<file path="src/rtl/lb_resp_pkg.sv">
// Shared types and constants for the localbus register file responder.
package lb_resp_pkg;

    typedef enum logic [1:0] {
        CTRL,
        STAT,
        ILLEGAL
    } addr_class_e;

    localparam logic [31:0] DEAD_BEEF = 32'hDEAD_BEEF;
    localparam int          ERRCNT_W  = 16;

endpackage

</file>
<file path="src/rtl/lb_regfile_resp_if.sv">
// Localbus write/read strobe bundle between a bus master and the register file.
interface lb_regfile_resp_if #(
    parameter int DATA_WIDTH = 32,
    parameter int ADDR_WIDTH = 12
) ();
    logic                  wren;
    logic [ADDR_WIDTH-1:0] waddr;
    logic [DATA_WIDTH-1:0] wdata;
    logic                  rden;
    logic                  rdenlast;
    logic [ADDR_WIDTH-1:0] raddr;
    logic                  rvalid;
    logic                  rvalidlast;
    logic [DATA_WIDTH-1:0] rdata;

    modport master (
        output wren, waddr, wdata, rden, rdenlast, raddr,
        input  rvalid, rvalidlast, rdata
    );

    modport slave (
        input  wren, waddr, wdata, rden, rdenlast, raddr,
        output rvalid, rvalidlast, rdata
    );
endinterface

</file>
<file path="src/rtl/lb_rdpipe.sv">
// Fixed-length delay line for read valid/last/data; data is zeroed whenever valid is low.
module lb_rdpipe #(
    parameter int DATA_WIDTH = 32,
    parameter int STAGES     = 2
) (
    input  logic                  clk,
    input  logic                  reset,
    input  logic                  vld_in,
    input  logic                  last_in,
    input  logic [DATA_WIDTH-1:0] data_in,
    output logic                  vld_out,
    output logic                  last_out,
    output logic [DATA_WIDTH-1:0] data_out
);

    generate
        if (STAGES == 0) begin : g_bypass
            assign vld_out  = vld_in;
            assign last_out = last_in;
            assign data_out = vld_in ? data_in : '0;
        end else begin : g_stages
            logic [STAGES-1:0]                 vld_p;
            logic [STAGES-1:0]                 last_p;
            logic [STAGES-1:0][DATA_WIDTH-1:0] data_p;

            // Control bits are flushed by reset; the data word is gated on the way out instead.
            always_ff @(posedge clk or posedge reset) begin
                if (reset) begin
                    vld_p  <= '0;
                    last_p <= '0;
                end else begin
                    vld_p[0]  <= vld_in;
                    last_p[0] <= last_in;
                    for (int i = 1; i < STAGES; i++) begin
                        vld_p[i]  <= vld_p[i-1];
                        last_p[i] <= last_p[i-1];
                    end
                end
            end

            always_ff @(posedge clk) begin
                data_p[0] <= data_in;
                for (int i = 1; i < STAGES; i++) begin
                    data_p[i] <= data_p[i-1];
                end
            end

            assign vld_out  = vld_p[STAGES-1];
            assign last_out = last_p[STAGES-1];
            assign data_out = vld_p[STAGES-1] ? data_p[STAGES-1] : '0;
        end
    endgenerate

endmodule

</file>
<file path="src/rtl/lb_regfile_resp.sv">
// Localbus register file: RW control registers, RO status words, fixed-latency reads, error counter.
module lb_regfile_resp
    import lb_resp_pkg::*;
#(
    parameter int                              DATA_WIDTH = 32,
    parameter int                              ADDR_WIDTH = 12,
    parameter int                              NREG       = 16,
    parameter int                              NSTAT      = 16,
    parameter int                              READDELAY  = 3,
    parameter logic [NREG*DATA_WIDTH-1:0]      CTRL_INIT  = '0
) (
    input  logic                         clk,
    input  logic                         reset,
    lb_regfile_resp_if.slave             bus,
    output logic [NREG*DATA_WIDTH-1:0]   ctrl,
    output logic [NREG-1:0]              ctrl_wstb,
    input  logic [NSTAT*DATA_WIDTH-1:0]  stat,
    output logic [ERRCNT_W-1:0]          errcnt
);

    localparam int SUM_W = ERRCNT_W + 1;

    function automatic addr_class_e decode(input logic [ADDR_WIDTH-1:0] a);
        logic [63:0] ax;
        ax = 64'(a);
        if (ax < 64'(NREG))              return CTRL;
        else if (ax < 64'(NREG + NSTAT)) return STAT;
        else                             return ILLEGAL;
    endfunction

    logic [NREG-1:0][DATA_WIDTH-1:0] ctrl_q;
    logic [NREG-1:0]                 wr_hit;
    addr_class_e                     wcls;
    addr_class_e                     rcls;
    logic                            wr_err;
    logic                            rd_err;
    logic [SUM_W-1:0]                err_sum;
    logic [DATA_WIDTH-1:0]           rd_word;
    logic                            vld_p0;
    logic                            last_p0;
    logic [DATA_WIDTH-1:0]           data_p0;

    assign wcls   = decode(bus.waddr);
    assign rcls   = decode(bus.raddr);
    assign wr_err = bus.wren && (wcls != CTRL);
    assign rd_err = bus.rden && (rcls == ILLEGAL);

    always_comb begin
        wr_hit = '0;
        for (int i = 0; i < NREG; i++) begin
            wr_hit[i] = bus.wren && (bus.waddr == ADDR_WIDTH'(i));
        end
    end

    always_ff @(posedge clk or posedge reset) begin
        if (reset) begin
            ctrl_q    <= CTRL_INIT;
            ctrl_wstb <= '0;
        end else begin
            ctrl_wstb <= wr_hit;
            for (int i = 0; i < NREG; i++) begin
                if (wr_hit[i]) ctrl_q[i] <= bus.wdata;
            end
        end
    end

    assign ctrl = ctrl_q;

    // Two errors can land in one cycle, so the sum is one bit wider and clamps on overflow.
    assign err_sum = SUM_W'(errcnt) + SUM_W'(wr_err) + SUM_W'(rd_err);

    always_ff @(posedge clk or posedge reset) begin
        if (reset) errcnt <= '0;
        else       errcnt <= err_sum[ERRCNT_W] ? '1 : err_sum[ERRCNT_W-1:0];
    end

    // Read mux samples ctrl before this cycle's write lands, giving read-before-write on collisions.
    always_comb begin
        rd_word = '0;
        case (rcls)
            CTRL: begin
                for (int i = 0; i < NREG; i++) begin
                    if (bus.raddr == ADDR_WIDTH'(i)) rd_word = ctrl_q[i];
                end
            end
            STAT: begin
                for (int j = 0; j < NSTAT; j++) begin
                    if (bus.raddr == ADDR_WIDTH'(NREG + j)) rd_word = stat[j*DATA_WIDTH +: DATA_WIDTH];
                end
            end
            default: rd_word = DATA_WIDTH'(DEAD_BEEF);
        endcase
    end

    // Stage p0: capture the addressed word in the rden cycle
    always_ff @(posedge clk or posedge reset) begin
        if (reset) begin
            vld_p0  <= 1'b0;
            last_p0 <= 1'b0;
        end else begin
            vld_p0  <= bus.rden;
            last_p0 <= bus.rden && bus.rdenlast;
        end
    end

    always_ff @(posedge clk) begin
        data_p0 <= rd_word;
    end

    lb_rdpipe #(
        .DATA_WIDTH (DATA_WIDTH),
        .STAGES     (READDELAY - 1)
    ) u_rdpipe (
        .clk      (clk),
        .reset    (reset),
        .vld_in   (vld_p0),
        .last_in  (last_p0),
        .data_in  (data_p0),
        .vld_out  (bus.rvalid),
        .last_out (bus.rvalidlast),
        .data_out (bus.rdata)
    );

endmodule

</file>
<file path="src/flat_wrapper.sv">
// flat-port wrapper written by rule: the top's interface ports become plain ports
module lb_regfile_resp_flat import lb_resp_pkg::*;
#(
    parameter int                              DATA_WIDTH = 32,
    parameter int                              ADDR_WIDTH = 12,
    parameter int                              NREG       = 16,
    parameter int                              NSTAT      = 16,
    parameter int                              READDELAY  = 3,
    parameter logic [NREG*DATA_WIDTH-1:0]      CTRL_INIT  = '0
)
  (clk, reset, ctrl, ctrl_wstb, stat, errcnt, bus_wren, bus_waddr, bus_wdata, bus_rden, bus_rdenlast, bus_raddr, bus_rvalid, bus_rvalidlast, bus_rdata);
  lb_regfile_resp_if #(.DATA_WIDTH(DATA_WIDTH), .ADDR_WIDTH(ADDR_WIDTH)) bus_i ();
  input  logic clk;
  input  logic reset;
  output logic [NREG*DATA_WIDTH-1:0] ctrl;
  output logic [NREG-1:0] ctrl_wstb;
  input  logic [NSTAT*DATA_WIDTH-1:0] stat;
  output logic [ERRCNT_W-1:0] errcnt;
  input wire logic [$bits(bus_i.wren)-1:0] bus_wren;
  input wire logic [$bits(bus_i.waddr)-1:0] bus_waddr;
  input wire logic [$bits(bus_i.wdata)-1:0] bus_wdata;
  input wire logic [$bits(bus_i.rden)-1:0] bus_rden;
  input wire logic [$bits(bus_i.rdenlast)-1:0] bus_rdenlast;
  input wire logic [$bits(bus_i.raddr)-1:0] bus_raddr;
  output wire logic [$bits(bus_i.rvalid)-1:0] bus_rvalid;
  output wire logic [$bits(bus_i.rvalidlast)-1:0] bus_rvalidlast;
  output wire logic [$bits(bus_i.rdata)-1:0] bus_rdata;
  assign bus_i.wren = bus_wren;
  assign bus_i.waddr = bus_waddr;
  assign bus_i.wdata = bus_wdata;
  assign bus_i.rden = bus_rden;
  assign bus_i.rdenlast = bus_rdenlast;
  assign bus_i.raddr = bus_raddr;
  assign bus_rvalid = bus_i.rvalid;
  assign bus_rvalidlast = bus_i.rvalidlast;
  assign bus_rdata = bus_i.rdata;
  lb_regfile_resp #(.DATA_WIDTH(DATA_WIDTH), .ADDR_WIDTH(ADDR_WIDTH), .NREG(NREG), .NSTAT(NSTAT), .READDELAY(READDELAY), .CTRL_INIT(CTRL_INIT)) u_core (.clk(clk), .reset(reset), .bus(bus_i), .ctrl(ctrl), .ctrl_wstb(ctrl_wstb), .stat(stat), .errcnt(errcnt));
endmodule
</file>
<file path="config.mk">
export PLATFORM = sky130hd
export DESIGN_NAME = lb_regfile_resp_flat
export DESIGN_NICKNAME = d
export VERILOG_FILES = /design/src/rtl/lb_resp_pkg.sv /design/src/rtl/lb_regfile_resp_if.sv /design/src/rtl/lb_rdpipe.sv /design/src/rtl/lb_regfile_resp.sv /design/src/flat_wrapper.sv
export SDC_FILE = /design/constraint.sdc
export NUM_CORES = 2
export LEC_CHECK = 0
export ABC_AREA = 1
export BUFFER_PORTS_ARGS = -buffer_cell sky130_fd_sc_hd__buf_4
export CAP_MARGIN = 15
export CORE_AREA = 3 3 447 449
export CTS_CLUSTER_SIZE = 16
export DETAILED_ROUTE_END_ITERATION = 7
export DIE_AREA = 0 0 450 452
export PLACE_DENSITY = 0.41
export SLEW_MARGIN = 20
export SYNTH_ARGS = -nofsm -noshare
export SYNTH_HDL_FRONTEND = slang
export SYNTH_SLANG_ARGS = --single-unit
export TNS_END_PERCENT = 1
</file>
<file path="constraint.sdc">
create_clock -name clk -period 27.6 [get_ports clk]
set_input_delay 5.52 -clock clk [delete_from_list [all_inputs] [get_ports clk]]
set_output_delay 5.52 -clock clk [all_outputs]
set_load 0.05 [all_outputs]
</file>
==> out/results.tsv <==
metric	value	unit
Critical Path RT	28.17	ns
# hold bufs at CTS	0	
Starting Density	16.2	%
Cells after DPL	7918	
setup ws final	18.28	ns
Clock Pin Slew Worst Setup and Hold Paths	0.06	ns
Seq/Total Area, Yosys	49.4	%
cell taking the most area after synthesis	dfrtp_1	
FFs w/ async S/R, synth	85.1	%
setup repair bufs after CTS	0	
RSZ-0062 raised after global routing	no	
final hold slack	0.299	ns
Slew HR	29.4	%
CTS H-tree lvls	3	
Place WS	17.40	ns
largest net degree at the start of global routing	157	
Final setup viols	0	
vias in the first global route	34193	
routed wl met2	131	mm
final period utilization	33.8	%
routed wl met3	13.8	mm
GRT Util Overall	23.2	%
Clock Tree Buf Depth	3	
# resized after CTS	0	
layout cells sized above 1	26.9	%
Initial DRC Count	3087	
Seq pwr share	40.8	%
count of input and output buffers	1150	
CP Max Fanout	67	
drt pass-1 iters	8	
sw power	0.640	mW
placed cell areas	0.0433	mm^2
static leakage	22.9	nW
Gate power share	9.2	%
Final GP Congestion	0.953	
Final Hold Vio Count	0	
sw frac	27.0	%
Max Cap Viol	0	
top cells by count, synth	1422 x nand2_1, 621 x o21ai_0, 550 x dfrtp_1, 449 x inv_1, 324 x nor2_1	
pwr dens	51.3	mW/mm^2
setup TNS	0	ns
Hold Crit Class	register to register	
Residual DRC	0	
highest routed layer	met5	
post-layout instance area	0.0463	mm^2
Max VDD drop	61.1	uV
Worst setup SP type	primary input	
initial antenna violation count	49	
ys flop type	dfrtp_1	
min Tclk post-route	9.32	ns
nets	5940	
Synth Register Bits	646	
die width	450	um
syn_area_per_cell	7.34	um^2
IO Pins	1151	
vias per std cell	4.28	
Clock Sinks	646	
Final Max Slew Viols	0	
clock root cell	clkbuf_16	
Clock Skew	0.0497	ns
grt ovf	0	
mapped cell area	0.0318	mm^2
Fmax	107	MHz
metal1 wirelength	87.9	mm
detailed-route via count	34646	
Synth Net Count	4900	
Die Ht	452	um
warnings from Yosys	0	
Num CTS Buffers	85	
status	finished clean	
Crit Path Category	primary input to register	
first-pass GRT wire length	322	mm
Cell Count, Final, Fillers Out	8090	
Mapped Cells	4325	
Worst setup EP type	register	
CTS tree	yes	
top cell type's share of synthesized area	43.3	%
layout overhead on the synthesized area	45.7	%
Core Area	0.197	mm^2
final core utilization	23.5	%
die area	0.203	mm^2
synth top area cells	dfrtp_1 43%, nand2_1 17%, o21ai_0 9.8%	
WL final	246	mm
worst-margin pin slew	1.06	ns
clock share of power	50.0	%
internal power	1.73	mW
Post-synth EDFFs	0	
dpl hpwl	198	mm
Worst-Skew Late Latency	0.73	ns
# rows	163	
post-route ant nets	0	
count leader, synth	nand2_1	
Unique masters post-synth	46	
CP arrival	9.89	ns
post-DR wirelength/cell	30.4	um
Tot Pwr	2.37	mW
[routing by layer]
| layer | global-route usage (%) | up-vias |
|---|---|---|
| li1 | - | 15878 |
| met1 | 24.5 | 17151 |
| met2 | 44.0 | 1298 |
| met3 | 4.74 | 313 |
| met4 | 10.8 | 6 |
| met5 | 0 | - |
[kinds of logic (layout without fill, tap and decap cells)]
group                      after synthesis  after routing  synth area share, %
AOI/OAI and AO/OA                      756            756                 12.4
buffers and inverters                  723           1830                 8.96
adders and majority gates                2              2                0.102
and+or+nand+nor                       2193           2193                 29.0
other                                    0             18                    0
xor gates and xnor gates                 5              5                0.138
DFF                                    646            646                 49.4
[worst max-delay path: stages]
cell and delay, ns:
buf_4 0.10, nor2_2 0.05, nand2_4 0.21, nor2_8 0.11, buf_4 0.39, nand2_2 0.14, buf_4 0.30, clkinv_1 0.87
nand2_1 0.26, nand4_1 0.16, nor2_1 0.25, nand3_1 0.15, o21bai_1 0.17, nand3b_1 0.19, a21boi_0 0.80, nand2_1 0.11
[power groups by stage]
stage	clock [mW]	combinational, mW	sequential (mW)
finish	1.19	0.217	0.968
global route	1.25	0.231	0.969
CTS	1.22	0.222	0.968
detailed placement	0	0.222	0.986
global placement	0	0.221	0.985
floorplan	0	0.0515	1.02
[registers in the layout, summed over array words and instances, names as in the netlist]
signal                           cells
u_core.ctrl                        512
u_core.ctrl_wstb                    16
u_core.data_p0                      32
u_core.errcnt                       16
u_core.last_p0                       1
u_core.u_rdpipe.g_stages.data_p     64
u_core.u_rdpipe.g_stages.last_p      2
u_core.u_rdpipe.g_stages.vld_p       2
u_core.vld_p0                        1
[placed cells by master (no fill, tap or decap), types with 6 or more instances in the layout]
master        n
o21ai_1      51
dfrtp_1     550
nand4_1     150
nor2_4       16
or2_2        26
nand2_1    1421
nand3b_1     11
clkbuf_16    86
inv_1       445
o21ai_0     620
a21oi_1      35
clkinv_2     13
dfxtp_1      96
nor2_1      312
nand3_2       6
clkbuf_1     12
inv_2        19
nor3b_1       6
o21bai_1     35
nand2_2      10
bufinv_16     6
clkbuf_8     24
buf_4      1208
nand3_1     160
nor2_2       10
diode_2      18
nor3_1       36
[cell type report]
class / instances / area [um^2]
fillers: 22154 / 150000
flip-flops and latches: 646 / 15700
multi-input cells: 2956 / 13400
repair buffers: 1210 / 9120
well taps: 2640 / 3300
clock buffers: 122 / 2530
inverters: 466 / 1760
clock inverters: 32 / 442
diodes: 18 / 45.0
[path summary, 6_finish.rpt]
path | slack, ns | start | depth (start not counted) | endpoint
max | 18.28 | bus_raddr[8] | 16 | u_core.data_p0[0]$_DFF_P_
min | 0.30 | u_core.data_p0[13]$_DFF_P_ | 0 | u_core.u_rdpipe.g_stages.data_p[13]$_DFF_P_
max reg2reg | 24.64 | u_core.ctrl[64]$_DFFE_PP0P_ | 10 | u_core.data_p0[0]$_DFF_P_
min reg2reg | 0.30 | u_core.data_p0[13]$_DFF_P_ | 0 | u_core.u_rdpipe.g_stages.data_p[13]$_DFF_P_
max in group asynchronous | 20.18 | reset | 4 | u_core.errcnt[8]$_DFF_PP0_
min in group asynchronous | 4.86 | reset | 2 | u_core.ctrl[69]$_DFFE_PP0P_
Power figures use the tool's default switching activity.
